--- src/rtl/seg7_scan_bcd.sv ---
// seg7_scan_bcd: binary-to-BCD converter (sequential shift-add-3) feeding a
// multiplexed N-digit 7-segment scanner with leading-zero blanking and
// selectable segment/anode polarity.
//
// Ports:
//   clk       system clock
//   reset     synchronous, active-high reset (highest priority)
//   value_in  binary value to display, captured when load is accepted
//   load      capture request; accepted only while the converter is idle
//   busy      conversion in progress (load is ignored while high)
//   ovf       last loaded value exceeded 10^NUM_DIGITS-1
//   d         segments {g,f,e,d,c,b,a}, d[0] = a
//   a         one-hot digit enable, a[0] = least-significant digit
module seg7_scan_bcd #(
    parameter int unsigned NUM_DIGITS     = 4,
    parameter int unsigned VAL_W          = 14,
    parameter int unsigned REFRESH_DIV    = 27000,
    parameter int unsigned BLANK_LZ       = 1,
    parameter int unsigned SEG_ACTIVE_LOW = 1,
    parameter int unsigned AN_ACTIVE_LOW  = 1
) (
    input  logic                  clk,
    input  logic                  reset,
    input  logic [VAL_W-1:0]      value_in,
    input  logic                  load,
    output logic                  busy,
    output logic                  ovf,
    output logic [6:0]            d,
    output logic [NUM_DIGITS-1:0] a
);

    localparam int unsigned DISP_W    = 4 * NUM_DIGITS;
    localparam int unsigned SCR_W     = DISP_W + 4;
    localparam int unsigned BIT_CNT_W = $clog2(VAL_W + 1);
    localparam int unsigned REF_CNT_W = $clog2(REFRESH_DIV);
    localparam int unsigned IDX_W     = (NUM_DIGITS > 1) ? $clog2(NUM_DIGITS) : 1;

    // Internal nibble code for the dash glyph (never produced by BCD digits).
    localparam logic [3:0] NIB_DASH = 4'hA;

    localparam logic [6:0] SEG_OFF = (SEG_ACTIVE_LOW != 0) ? 7'h7F : 7'h00;
    localparam logic [NUM_DIGITS-1:0] AN_OFF =
        (AN_ACTIVE_LOW != 0) ? {NUM_DIGITS{1'b1}} : {NUM_DIGITS{1'b0}};

    typedef enum logic [1:0] {
        ST_IDLE  = 2'd0,
        ST_SHIFT = 2'd1,
        ST_DONE  = 2'd2
    } state_t;

    // ------------------------------------------------------------------
    // Converter state
    // ------------------------------------------------------------------
    state_t                 state, state_nxt;
    logic [VAL_W-1:0]       shreg, shreg_nxt;
    logic [SCR_W-1:0]       scratch, scratch_nxt, scratch_adj;
    logic [BIT_CNT_W-1:0]   bit_cnt, bit_cnt_nxt;
    logic                   wrap, wrap_nxt;
    logic [DISP_W-1:0]      disp, disp_nxt;
    logic                   ovf_nxt;

    // ------------------------------------------------------------------
    // Scanner state
    // ------------------------------------------------------------------
    logic [REF_CNT_W-1:0]   ref_cnt, ref_cnt_nxt;
    logic [IDX_W-1:0]       idx, idx_nxt;
    logic [NUM_DIGITS-1:0]  zero_from;
    logic                   zero_run;
    logic [3:0]             sel_nib;
    logic                   sel_zero;
    logic                   sel_blank;
    logic [6:0]             seg_raw;
    logic [NUM_DIGITS-1:0]  an_onehot;
    logic [6:0]             d_nxt;
    logic [NUM_DIGITS-1:0]  a_nxt;

    // Active-high glyph for one display nibble.
    function automatic logic [6:0] seg_code(input logic [3:0] nib);
        logic [6:0] s;
        case (nib)
            4'd0:     s = 7'h3F;
            4'd1:     s = 7'h06;
            4'd2:     s = 7'h5B;
            4'd3:     s = 7'h4F;
            4'd4:     s = 7'h66;
            4'd5:     s = 7'h6D;
            4'd6:     s = 7'h7D;
            4'd7:     s = 7'h07;
            4'd8:     s = 7'h7F;
            4'd9:     s = 7'h6F;
            NIB_DASH: s = 7'h40;
            default:  s = 7'h00;
        endcase
        return s;
    endfunction

    // Add-3 correction applied to every nibble (including the guard nibble).
    always_comb begin
        scratch_adj = scratch;
        for (int i = 0; i < int'(NUM_DIGITS) + 1; i++) begin
            if (scratch[4*i +: 4] >= 4'd5) begin
                scratch_adj[4*i +: 4] = scratch[4*i +: 4] + 4'd3;
            end
        end
    end

    // Converter next-state and datapath.
    always_comb begin
        state_nxt   = state;
        shreg_nxt   = shreg;
        scratch_nxt = scratch;
        bit_cnt_nxt = bit_cnt;
        wrap_nxt    = wrap;
        disp_nxt    = disp;
        ovf_nxt     = ovf;

        case (state)
            ST_IDLE: begin
                if (load) begin
                    shreg_nxt   = value_in;
                    scratch_nxt = '0;
                    bit_cnt_nxt = '0;
                    wrap_nxt    = 1'b0;
                    state_nxt   = ST_SHIFT;
                end
            end

            ST_SHIFT: begin
                scratch_nxt = {scratch_adj[SCR_W-2:0], shreg[VAL_W-1]};
                shreg_nxt   = shreg << 1;
                // A bit leaving the guard nibble means the value is far beyond
                // range; remember it so later shifts cannot hide it.
                wrap_nxt    = wrap | scratch_adj[SCR_W-1];
                bit_cnt_nxt = bit_cnt + 1'b1;
                if (bit_cnt == BIT_CNT_W'(VAL_W - 1)) begin
                    state_nxt = ST_DONE;
                end
            end

            ST_DONE: begin
                // Any non-zero guard digit (or an earlier wrap) is >= 10^N.
                if (wrap || (scratch[SCR_W-1 -: 4] != 4'd0)) begin
                    ovf_nxt  = 1'b1;
                    disp_nxt = {NUM_DIGITS{NIB_DASH}};
                end else begin
                    ovf_nxt  = 1'b0;
                    disp_nxt = scratch[DISP_W-1:0];
                end
                state_nxt = ST_IDLE;
            end

            default: begin
                state_nxt = ST_IDLE;
            end
        endcase
    end

    // Converter registers.
    always_ff @(posedge clk) begin
        if (reset) begin
            state   <= ST_IDLE;
            shreg   <= '0;
            scratch <= '0;
            bit_cnt <= '0;
            wrap    <= 1'b0;
            disp    <= '0;
            ovf     <= 1'b0;
            busy    <= 1'b0;
        end else begin
            state   <= state_nxt;
            shreg   <= shreg_nxt;
            scratch <= scratch_nxt;
            bit_cnt <= bit_cnt_nxt;
            wrap    <= wrap_nxt;
            disp    <= disp_nxt;
            ovf     <= ovf_nxt;
            busy    <= (state_nxt != ST_IDLE);
        end
    end

    // Free-running refresh divider and digit index.
    always_comb begin
        ref_cnt_nxt = ref_cnt + 1'b1;
        idx_nxt     = idx;
        if (ref_cnt == REF_CNT_W'(REFRESH_DIV - 1)) begin
            ref_cnt_nxt = '0;
            idx_nxt     = (idx == IDX_W'(NUM_DIGITS - 1)) ? '0 : idx + 1'b1;
        end
    end

    // zero_from[k]: display digits k..NUM_DIGITS-1 are all zero.
    always_comb begin
        zero_from = '0;
        zero_run  = 1'b1;
        for (int k = int'(NUM_DIGITS) - 1; k >= 0; k--) begin
            zero_run     = zero_run && (disp_nxt[4*k +: 4] == 4'd0);
            zero_from[k] = zero_run;
        end
    end

    // Output decode from the next-cycle index and display so a and d always
    // describe the same digit and reflect new display contents immediately.
    always_comb begin
        sel_nib  = disp_nxt[3:0];
        sel_zero = 1'b0;
        for (int k = 0; k < int'(NUM_DIGITS); k++) begin
            if (IDX_W'(k) == idx_nxt) begin
                sel_nib  = disp_nxt[4*k +: 4];
                sel_zero = zero_from[k];
            end
        end

        sel_blank = (BLANK_LZ != 0) && !ovf_nxt && (idx_nxt != '0) && sel_zero;
        seg_raw   = sel_blank ? 7'h00 : seg_code(sel_nib);
        an_onehot = NUM_DIGITS'(1) << idx_nxt;

        d_nxt = (SEG_ACTIVE_LOW != 0) ? ~seg_raw : seg_raw;
        a_nxt = (AN_ACTIVE_LOW != 0) ? ~an_onehot : an_onehot;
    end

    // Scanner registers and pin drivers.
    always_ff @(posedge clk) begin
        if (reset) begin
            ref_cnt <= '0;
            idx     <= '0;
            a       <= AN_OFF;
            d       <= SEG_OFF;
        end else begin
            ref_cnt <= ref_cnt_nxt;
            idx     <= idx_nxt;
            a       <= a_nxt;
            d       <= d_nxt;
        end
    end

endmodule

--- config.mk ---
export PLATFORM = sky130hd
export DESIGN_NAME = seg7_scan_bcd
export DESIGN_NICKNAME = d
export VERILOG_FILES = /design/src/rtl/seg7_scan_bcd.sv
export SDC_FILE = /design/constraint.sdc
export NUM_CORES = 1
export LEC_CHECK = 0
export ABC_AREA = 1
export CORE_ASPECT_RATIO = 1.1
export CORE_MARGIN = 2
export CORE_UTILIZATION = 50
export DETAILED_ROUTE_END_ITERATION = 12
export GPL_TIMING_DRIVEN = 0
export PLACE_DENSITY = 0.72
export REMOVE_ABC_BUFFERS = 1
export SYNTH_ARGS = -nofsm -noshare
export SYNTH_HDL_FRONTEND = slang
export SYNTH_SLANG_ARGS = --single-unit
--- constraint.sdc ---
create_clock -name clk -period 2.75 [get_ports clk]
set_clock_uncertainty 0.1 [all_clocks]
set_input_delay 0.4125 -clock clk [delete_from_list [all_inputs] [get_ports clk]]
set_output_delay 0.4125 -clock clk [all_outputs]
set_load 0.1 [all_outputs]
After elaboration in Yosys (flattened, before gate mapping)
Memory sizes are Yosys's and may differ from the RTL's.
Cells that the tools add are included.

cells by class
  add/sub/neg operators = 8
  magnitude comparators = 5
  equality and inequality tests = 9
  shifts and indexed selects = 1
  mux-type cells = 30
  bitwise logic cells = 3
  reduce and logical (&&, ||, !) cells = 19

operators with widths
  operator               count
  $pmux 20 s2            1
  $mux 4                 9
  $mux 16                2
  $pmux 14 s2            1
  $add 4x2->4 const B    5
  $ge 4x3->1 const B     5
  $mux 20                1
  $logic_not 4->1        4
  $add 15x1->15 const B  1
  $eq 15x15->1 const B   1
  $mux 14                1
  $mux 2                 4
  $pmux 4 s2             1
  $mux 1                 7
  $mux 7                 1
  $not 7->7              1
  $reduce_bool 2->1      3
  $logic_and 1x1->1      5
  $add 4x1->4 const B    1
  $eq 2x2->1 const A     2
  $eq 2x2->1 const B     2
  $eq 4x4->1 const B     1
  $logic_not 2->1        2
  $not 4->4              1
  other kinds (13)       13

word-level totals
  bits in registers = 87
  memory bits (read-only) = 112
  output and inout port bits = 13
  word-level logic and storage cells = 88
  memories kept = 1

memory list
  name              words  width  rd ports  clocked after Yosys merged registers in  write ports  RTL line  source
  (name not given)  16     7      1         0                                        0            80        case (nib)

Depth between registers and ports, before layout
Gate-level depths: netlist (run 1).

  depth in word-level cells = 15
  mapped depth = 18
  gate-level depth less buffers = 18

Least setup slack after synthesis (run 1)
OpenSTA, ideal clock, no wires.

  path type = flip-flop to flip-flop
  from = reg ref_cnt[0]
  to = reg d[6]
  library setup time = 0.117 ns
  data arrival time = 2.048 ns
  required time = 2.533 ns
  setup slack = 0.486 ns
  stages on the path, launching flop included = 18
  buffers on the path = 0
  clock period less this slack = 2.264 ns
  path through = dfxtp_1 ha_1 nand3_1 nor2_4 nand2_4 nand2_2 nand2_4 nand2_8 inv_4 nor2_1 nand2_1 nand2_1 inv_1 ha_1 inv_1 nand2_1 a21oi_1 nand2_1

on the way
  longest elaborated chain between the ends = 10
  elaborated cells between the ends (all ways) = 19
  those cells by class = 4 x eq/ne; 9 x mux; 1 x bitwise; 4 x reduce/logical; 1 x memory

RTL lines
  item                                                  RTL line  source
  start: declaration                                    65        logic [REF_CNT_W-1:0] ref_cnt, ref_cnt_nxt;
  start signal: assignment                              229       ref_cnt <= ref_cnt_nxt;
  $eq 15x15->1 (*)                                      185       if (ref_cnt == REF_CNT_W'(REFRESH_DIV - 1)) begin
  $mux 2 (*)                                            185
  branches (longest 6 deep; another with $mem_v2 16x7)  n/a
  $mux 7 (*)                                            214       seg_raw = sel_blank ? 7'h00 : seg_code(sel_nib);
  $not 7->7 (*)                                         217       d_nxt = (SEG_ACTIVE_LOW != 0) ? ~seg_raw : seg_raw;
  end signal: assignment                                232       d <= d_nxt;
  end: declaration                                      28        output logic [6:0] d,

Every way passes the cells marked *.
A chain may end at the register's enable or synchronous reset.

Worst setup path in the final report (run 1)
  from = reg ref_cnt[0]
  to = reg d[5]

Same word-level chain as after synthesis.

==> impl_metrics.ini, run 1 <==
[status]
status = complete, no violations

[setup_path]
end_kind = flop
critPathTopFamily = simple AND/OR/NAND/NOR gates
arrival_ns = 2.62
cpMaxStageDelayCell = dfxtp_1
crit_type = reg2reg
worstPathRequired_ns = 2.88
worst-path-max-fanout = 6
cp-start-kind = flop
crit_top_cell = nand3_1
crit_path_cell_trace = ha_2 -> nand3_1 -> nor2_4 -> nand2_4 -> nand2_2 -> nand2_4 -> nand2_8 -> inv_4 -> nor2_1 -> nand2_1 -> nand2_2 -> inv_1 -> ha_1 -> inv_1 -> nand3_1 -> nand3_1 -> nand3_1
critPathBufInv = 3
cpPeakStageDelay_ns = 0.38

[detailed_routing]
drtAntennaViolNets = 0
wirelength_mm = 8.37
drt_iter0_drc = 167
vias_per_cell = 5.09
wl_per_cell_um = 11.2
drc = 0
dr.pass1.iters = 5
via_count = 3789

[global_routing]
antenna_found_initial = 0
grt_max_degree = 46
grt_pass1_vias = 3395
grt_pass1_wl_mm = 14.7
grt.total_usage = 0.187
grt_overflow = 0

[sta]
fmax_mhz = 403
hold_viol_final = 0
max_slew.worst_pin.slew_ns = 0.963
setup_viol = 0
holdWs_ns = 0.275
rsz0062_at_grt = false
relSlewSlack = 0.356
finalCritPeriodShare = 0.903
report.final.slew_viol_count = 0
period_needed_ns = 2.48

[place]
gp_congestion = 0.906
dpl.hpwl_mm = 5.97
postPlaceCellArea_mm2 = 0.00479
placed_cells = 723
portBuffers = 29

[synth]
synthArstFlopShare = 0
synth_cell_types = 39
yosysWarningCount = 0
synth-seq-area-share = 0.395
ys.flop_type = dfxtp_1
synth_top_cell_area_share = 0.395
netlist_instances = 603
synth_edf_count = 0
ys_ff_latch = 87
synth_area_mm2 = 0.00440
synth.top_cells.by_area = dfxtp_1, nand2_1, nand3_1
avgSynthCellArea_um2 = 7.30
yosys.area.top_type = dfxtp_1

[clock_network]
clock_latency_ns = 0.35
cts_buffer_depth = 2
cts-root-buf = clkbuf_8
cts_max_level = 3
cts.sinks = 87
tritoncts = built
clk_pin_slew_worst_paths_ns = 0.09
cts_buffers = 9

[floorplan]
start_util = 0.521
die_w_um = 93.5
ios = 30
die-area_mm2 = 0.00958
std_cell_rows = 35
fp.dieH_um = 102
core_area_mm2 = 0.00845

[finish]
nets = 665
layout.cells.non_filler = 744
final_cell_area_mm2 = 0.00503
syn_to_final_growth_pct = 14.2
drive_above_1_share = 0.111
diodes = 0

[flow_run]
max_cap_viol_count = 0

[pwr]
p_leak_nw = 2.00
power_density_mw_per_mm2 = 474
worst_ir_drop_vdd_mv = 0.310
total_power_mw = 2.38

[hold_path]
min_path_type = in2reg
-- worst paths after layout --
check / startpoint / slack, ns / depth (start not counted) / endpoint
setup / recovery: ref_cnt[0] / 0.27 / 17 / d[5]
hold / removal: reset / 0.28 / 2 / scratch[4]
setup reg to reg: ref_cnt[0] / 0.27 / 17 / d[5]
hold reg to reg: shreg[0] / 0.36 / 2 / shreg[0]
-- layout make-up --
class | count | area [µm²]
Fill cell | 757 | 3420
Multi-Input combinational cell | 422 | 2310
Sequential cell | 87 | 1740
Timing Repair Buffer | 36 | 370
Inverter | 72 | 275
Tap cell | 111 | 139
Clock buffer | 10 | 128
Clock inverter | 6 | 61.3
-- synthesized netlist by cell type (4+ instances only) --
cell      instances
nand2_1         140
dfxtp_1          87
inv_1            63
nor2_1           63
nand3_1          51
a21oi_1          33
ha_1             20
o21ai_0          20
clkbuf_1         13
o211ai_1         10
a22oi_1           9
a31oi_1           9
nand2_2           9
nand4_1           9
buf_2             7
inv_2             7
nand2_4           7
xor2_1            7
nor3_1            6
xnor2_1           4
-- metrics by stage --
stage	utilization	setup slack (ns)	setup TNS, ns
6_report	0.595	0.266	0
5_1_grt	0.595	0.0244	0
4_1_cts	0.589	0.131	0
3_5_place_dp	0.566	0.0251	0
3_3_place_gp	0.560	-1.94	-94.73
2_1_floorplan	-	-0.384	-8.35
-- flip-flops by register name, indices dropped and copies added, names as in the netlist --
| signal | count |
|---|---|
| d | 7 |
| ovf | 1 |
| shreg | 14 |
| idx | 2 |
| wrap | 1 |
| state | 2 |
| bit_cnt | 4 |
| busy | 1 |
| a | 4 |
| disp | 16 |
| scratch | 20 |
| ref_cnt | 15 |
-- routing by layer --
metal  wire length (µm)  part of all wire  track usage
met5                  0                 0            0
met4                 78            0.0093       0.0679
met3                308             0.037       0.0354
met2               4090              0.49        0.324
met1               3890              0.46        0.234
-- where the power goes --
group / switching (mW) / internal, mW
registers: 0.0164 / 1.29
clock network: 0.454 / 0.418
logic: 0.138 / 0.0687
-- cells in the final DEF, fill, tap and decap left out, drive strengths merged --
cell	count
o21bai	1
nand3	54
o32ai	1
nand3b	1
clkinvlp	1
nand2	158
o22ai	2
clkdlybuf4s50	28
a31oi	9
ha	20
or2	2
clkbuf	10
inv	72
o211ai	10
nand4	9
a22oi	9
bufinv	1
a21oi	34
buf	8
nor3	7
dfxtp	87
xor2	7
o21a	1
nor2	70
xnor2	4
clkinv	4
o21ai	22
nor3b	1
-- what timing repair did --
action                                  4_1_cts  5_1_grt
endpoints found under the setup margin        1        3
resized for setup                             1        4
pin swaps                                     0        3
hold endpoints to repair                      0        0
buffers inserted                              0        5
hold buffers                                  0        0
-- cells by family (layout without fill, tap and decap cells) --
kind of cell | Yosys count | count (layout) | synth area share
DFF | 87 | 87 | 0.395
AOI/OAI and AO/OA | 89 | 89 | 0.119
xor gates and xnor gates | 11 | 11 | 0.0219
and+or+nand+nor | 302 | 302 | 0.322
adders and majority gates | 20 | 20 | 0.0568
buffers and inverters | 94 | 124 | 0.0849
No activity file was read; power rests on OpenSTA's default activity.
==> inputs of run 2 (changes only) <==
clock period = 2.33 ns   (was 2.75 ns; I/O delays follow)
==> run 2 against run 1 <==
Against the previous run:
- combinational power is 25% higher
- hold slack got worse by 0.076 ns
- non-clock buffer count up 9
- sequential power up 18%
- critical endpoint is now d[0]
- total power is 19% higher
- sequential cell count unchanged
- utilization increased by 3.4 points
- critical path type unchanged
- highest routed layer unchanged
- sequential share of layout area is 1.6 points lower
==> impl_metrics.ini, run 2 (synthesis results as in run 1) <==
[setup_path]
crit_path_cell_trace = ha_4 -> nand3_4 -> nor2_4 -> nand2_4 -> nand2_4 -> nand2_8 -> nand2_4 -> nand2_1 -> nand3_2 -> nand2_2 -> nand2_4 -> inv_4 -> ha_1 -> inv_1 -> nand2_2 -> nand3_2 -> nand3_1
crit_top_cell = nand2_4
worstPathRequired_ns = 2.48
critPathBufInv = 2
crit_type = reg2reg
cp-start-kind = flop
r2r-start = ref_cnt[0]
rr_worst_depth = 17
critPathLaunch = ref_cnt[0]
end_kind = flop
regToRegEndpoint = d[0]
ff2ff_setup_slack_ns = 0.07
cpMaxStageDelayCell = dfxtp_2
arrival_ns = 2.41
cpPeakStageDelay_ns = 0.36
worst-path-max-fanout = 8
critPathTopFamily = simple AND/OR/NAND/NOR gates

[floorplan]
die-area_mm2 = 0.00958
ios = 30
core_area_mm2 = 0.00845
die_w_um = 93.5
fp.dieH_um = 102
std_cell_rows = 35
start_util = 0.521

[detailed_routing]
drt_iter0_drc = 179
wirelength_mm = 9.26
vias_per_cell = 5.23
drtAntennaViolNets = 0
drc = 0
wl_per_cell_um = 12.3
via_count = 3949
dr.pass1.iters = 4

[finish]
final_cell_mix = nand2_1, dfxtp_1, nor2_1, inv_1, nand3_1
final_common_cell = nand2_1
diodes = 0
final_cell_area_mm2 = 0.00532
layout.cells.non_filler = 755
syn_to_final_growth_pct = 20.7
final_core_util = 0.629
regMostFlops = scratch
largestRegisters = scratch (20), disp (16), ref_cnt (15)
nets = 676
drive_above_1_share = 0.183
largest_reg_flops = 20

[place]
postPlaceCellArea_mm2 = 0.00479
portBuffers = 29
dpl.hpwl_mm = 5.97
gp_congestion = 0.906
placed_cells = 723

[clock_network]
cts_buffer_depth = 2
tritoncts = built
clock_latency_ns = 0.36
cts.sinks = 87
cts-root-buf = clkbuf_8
cts_max_level = 3
cts_buffers = 9
clk_pin_slew_worst_paths_ns = 0.10

[hold_path]
hold_depth = 2
hold_end = scratch[4]
min_path_type = in2reg
hp-start = reset

[global_routing]
grt_pass1_vias = 3450
grt_overflow = 0
grt_pass1_wl_mm = 15.0
grt.total_usage = 0.191
antenna_found_initial = 0
grt_max_degree = 46

[sta]
report.final.slew_viol_count = 0
max_slew.worst_pin.slew_ns = 0.963
finalCritPeriodShare = 0.970
relSlewSlack = 0.356
hold_viol_final = 0
fmax_mhz = 443
period_needed_ns = 2.26
rsz0062_at_grt = true
setup_viol = 0

[flow_run]
max_cap_viol_count = 0

[pwr]
worst_ir_drop_vdd_mv = 0.368
p_leak_nw = 2.08
total_power_mw = 2.84
power_density_mw_per_mm2 = 534

[status]
status = complete, no violations
run 2: timing repair:
action,in CTS,in global routing
resized for setup,14,52
hold endpoints to repair,0,0
setup buffers,9,5
hold buffers,0,0
gates cloned,0,2
pin swaps,5,19
setup endpoints to repair,7,16
run 2: area by class of cell:
class | count | area (µm²)
multi-input cells | 424 | 2500
repair buffers | 45 | 444
clock inverters | 6 | 61.3
flip-flops and latches | 87 | 1760
fillers | 725 | 3130
well taps | 111 | 139
clock buffers | 10 | 128
inverters | 72 | 290
run 2: worst max path at each step:
stage,end,slack [ns],depth (start not counted)
after global placement,shreg[10],-2.36,7
after floorplan,shreg[10],-0.80,7
after detailed placement,d[5],-0.39,16
final,d[0],0.07,17
after global routing,d[3],-0.08,17
after CTS,d[5],0.004,18
run 2: power breakdown:
group          internal, mW  switching (mW)  leakage [nW]
sequential             1.52          0.0205         0.712
combinational        0.0883           0.171          1.27
clock                 0.493           0.551        0.0960
run 2: through the flow:
stage          hold WS [ns]  setup WS, ns  TNS [ns]
2_1_floorplan         0.319        -0.804    -24.33
3_3_place_gp          0.341         -2.36   -126.41
3_5_place_dp          0.348        -0.395     -3.58
4_1_cts               0.197       0.00398         0
5_1_grt               0.222       -0.0815    -0.330
6_report              0.200        0.0706         0
run 2: per-layer routing:
metal / global-route usage / share of wire / up-vias
met5: 0 / 0 / -
met4: 0.0690 / 0.015 / 0
met3: 0.0354 / 0.034 / 13
met2: 0.328 / 0.49 / 80
met1: 0.240 / 0.46 / 1829
li1: - / - / 2027
==> inputs of run 3 (changes only) <==
GPL_TIMING_DRIVEN = 1   (was 0)
==> run 3 against run 2 <==
Against the previous run:
- die area unchanged
- combinational power shrank 4%
- first-iteration DRC count grew 15%
- sequential share of layout area rose by 0.49 points
==> impl_metrics.ini, run 3 (synthesis results as in run 1) <==
[finish]
regMostFlops = scratch
largestRegisters = scratch (20), disp (16), ref_cnt (15)
diodes = 0
largest_reg_flops = 20
final_cell_mix = nand2_1, dfxtp_1, inv_1, nor2_1, nand3_1
final_common_cell = nand2_1
fillers = 774
nets = 683
syn_to_final_growth_pct = 18.6
drive_above_1_share = 0.197

[detailed_routing]
via_count = 3902
drtAntennaViolNets = 0
wirelength_mm = 9.34
dr.pass1.iters = 4
drt_iter0_drc = 205
vias_per_cell = 5.12
wl_per_cell_um = 12.3
drc = 0

[place]
gp_congestion = 0.854
portBuffers = 29
dpl.hpwl_mm = 6.56

[setup_path]
arrival_ns = 2.44
cpMaxStageDelayCell = dfxtp_4
worst-path-max-fanout = 8
worstPathRequired_ns = 2.49
critPathLaunch = ref_cnt[1]
r2r-start = ref_cnt[1]
crit_type = reg2reg
end_kind = flop
crit_path_cell_trace = ha_4 -> nand3_4 -> nor2_4 -> nand2_4 -> nand2_4 -> nand2_8 -> inv_6 -> nand2_4 -> nand3_1 -> nand2_1 -> nand2_2 -> inv_2 -> ha_1 -> inv_1 -> nand2_1 -> nand3_1 -> nand3_1
cpPeakStageDelay_ns = 0.38
cp-start-kind = flop

[clock_network]
cts_max_level = 3
cts_buffer_depth = 2
clk_pin_slew_worst_paths_ns = 0.09
cts.sinks = 87
clock_latency_ns = 0.37
cts-root-buf = clkbuf_8
tritoncts = built
cts_buffers = 9

[sta]
report.final.slew_viol_count = 0
fmax_mhz = 438
finalCritPeriodShare = 0.980
max_slew.worst_pin.slew_ns = 0.573
holdWs_ns = 0.255
period_needed_ns = 2.28
rsz0062_at_grt = true
setup_viol = 0
relSlewSlack = 0.618
hold_viol_final = 0

[global_routing]
grt.total_usage = 0.202
grt_pass1_vias = 3708
grt_pass1_wl_mm = 15.7
grt_overflow = 0
grt_max_degree = 54
antenna_found_initial = 0

[flow_run]
max_cap_viol_count = 0

[pwr]
total_power_mw = 2.85
worst_ir_drop_vdd_mv = 0.382
power_density_mw_per_mm2 = 546
p_leak_nw = 2.07

[floorplan]
die_w_um = 93.5
core_area_mm2 = 0.00845
ios = 30
fp.dieH_um = 102
std_cell_rows = 35
start_util = 0.521
die-area_mm2 = 0.00958

[status]
status = complete, no violations

[hold_path]
min_path_type = in2reg
hp-start = reset
## run 3: layer usage
layer  up-vias  wire length [µm]  global-route usage
met4         0               143              0.0690
li1       2029                 -                   -
met3        12               318              0.0413
met2        69              4580               0.361
met5         -                 0                   0
met1      1792              4300               0.242
## run 3: repair_timing
item                                    CTS  global route
hold buffers                              0             0
gates resized for setup                   7            33
endpoints found under the hold margin     0             0
pin swaps                                 1            19
endpoints found under the setup margin    6             7
setup buffers                             0             5
## run 3: final cells by class
| cell class | instances | area [µm²] | share of cell area |
|---|---|---|---|
| multi-input cells | 422 | 2410 | 0.461 |
| flip-flops and latches | 87 | 1750 | 0.336 |
| repair buffers | 54 | 448 | 0.0858 |
| inverters | 72 | 278 | 0.0532 |
| well taps | 111 | 139 | 0.0266 |
| clock buffers | 9 | 124 | 0.0237 |
| clock inverters | 7 | 72.6 | 0.0139 |
## run 3: path summary, 6_finish.rpt
kind / to / slack, ns / depth (start not counted)
max: d[3] / 0.05 / 17
min: a[3] / 0.26 / 3
max reg2reg: d[3] / 0.05 / 17
min reg2reg: shreg[0] / 0.37 / 2
## run 3: power by group
| part | leakage, nW | internal [mW] | switching, mW |
|---|---|---|---|
| registers | 0.711 | 1.52 | 0.0212 |
| clock network | 0.0956 | 0.497 | 0.563 |
| logic | 1.27 | 0.0821 | 0.167 |
## run 3: per-stage QoR
stage	util	setup slack, ns	cell area [µm²]	setup TNS (ns)	std cells
floorplan	-	-0.804	4310	-24.33	581
global placement	0.574	0.0434	4850	0	741
detailed placement	0.574	-0.0905	4850	-0.217	741
CTS	0.600	0.0186	5070	0	757
global route	0.618	-0.0818	5220	-0.335	762
finish	0.618	0.0456	5220	0	762
## run 3: critical path: cells and delay by family, from the launching register on
| kind | cells | cell delay, ns |
|---|---|---|
| simple gates | 12 | 1.11 |
| buf+inv | 3 | 0.21 |
| fa+ha+maj | 2 | 0.37 |
| flops | 1 | 0.38 |
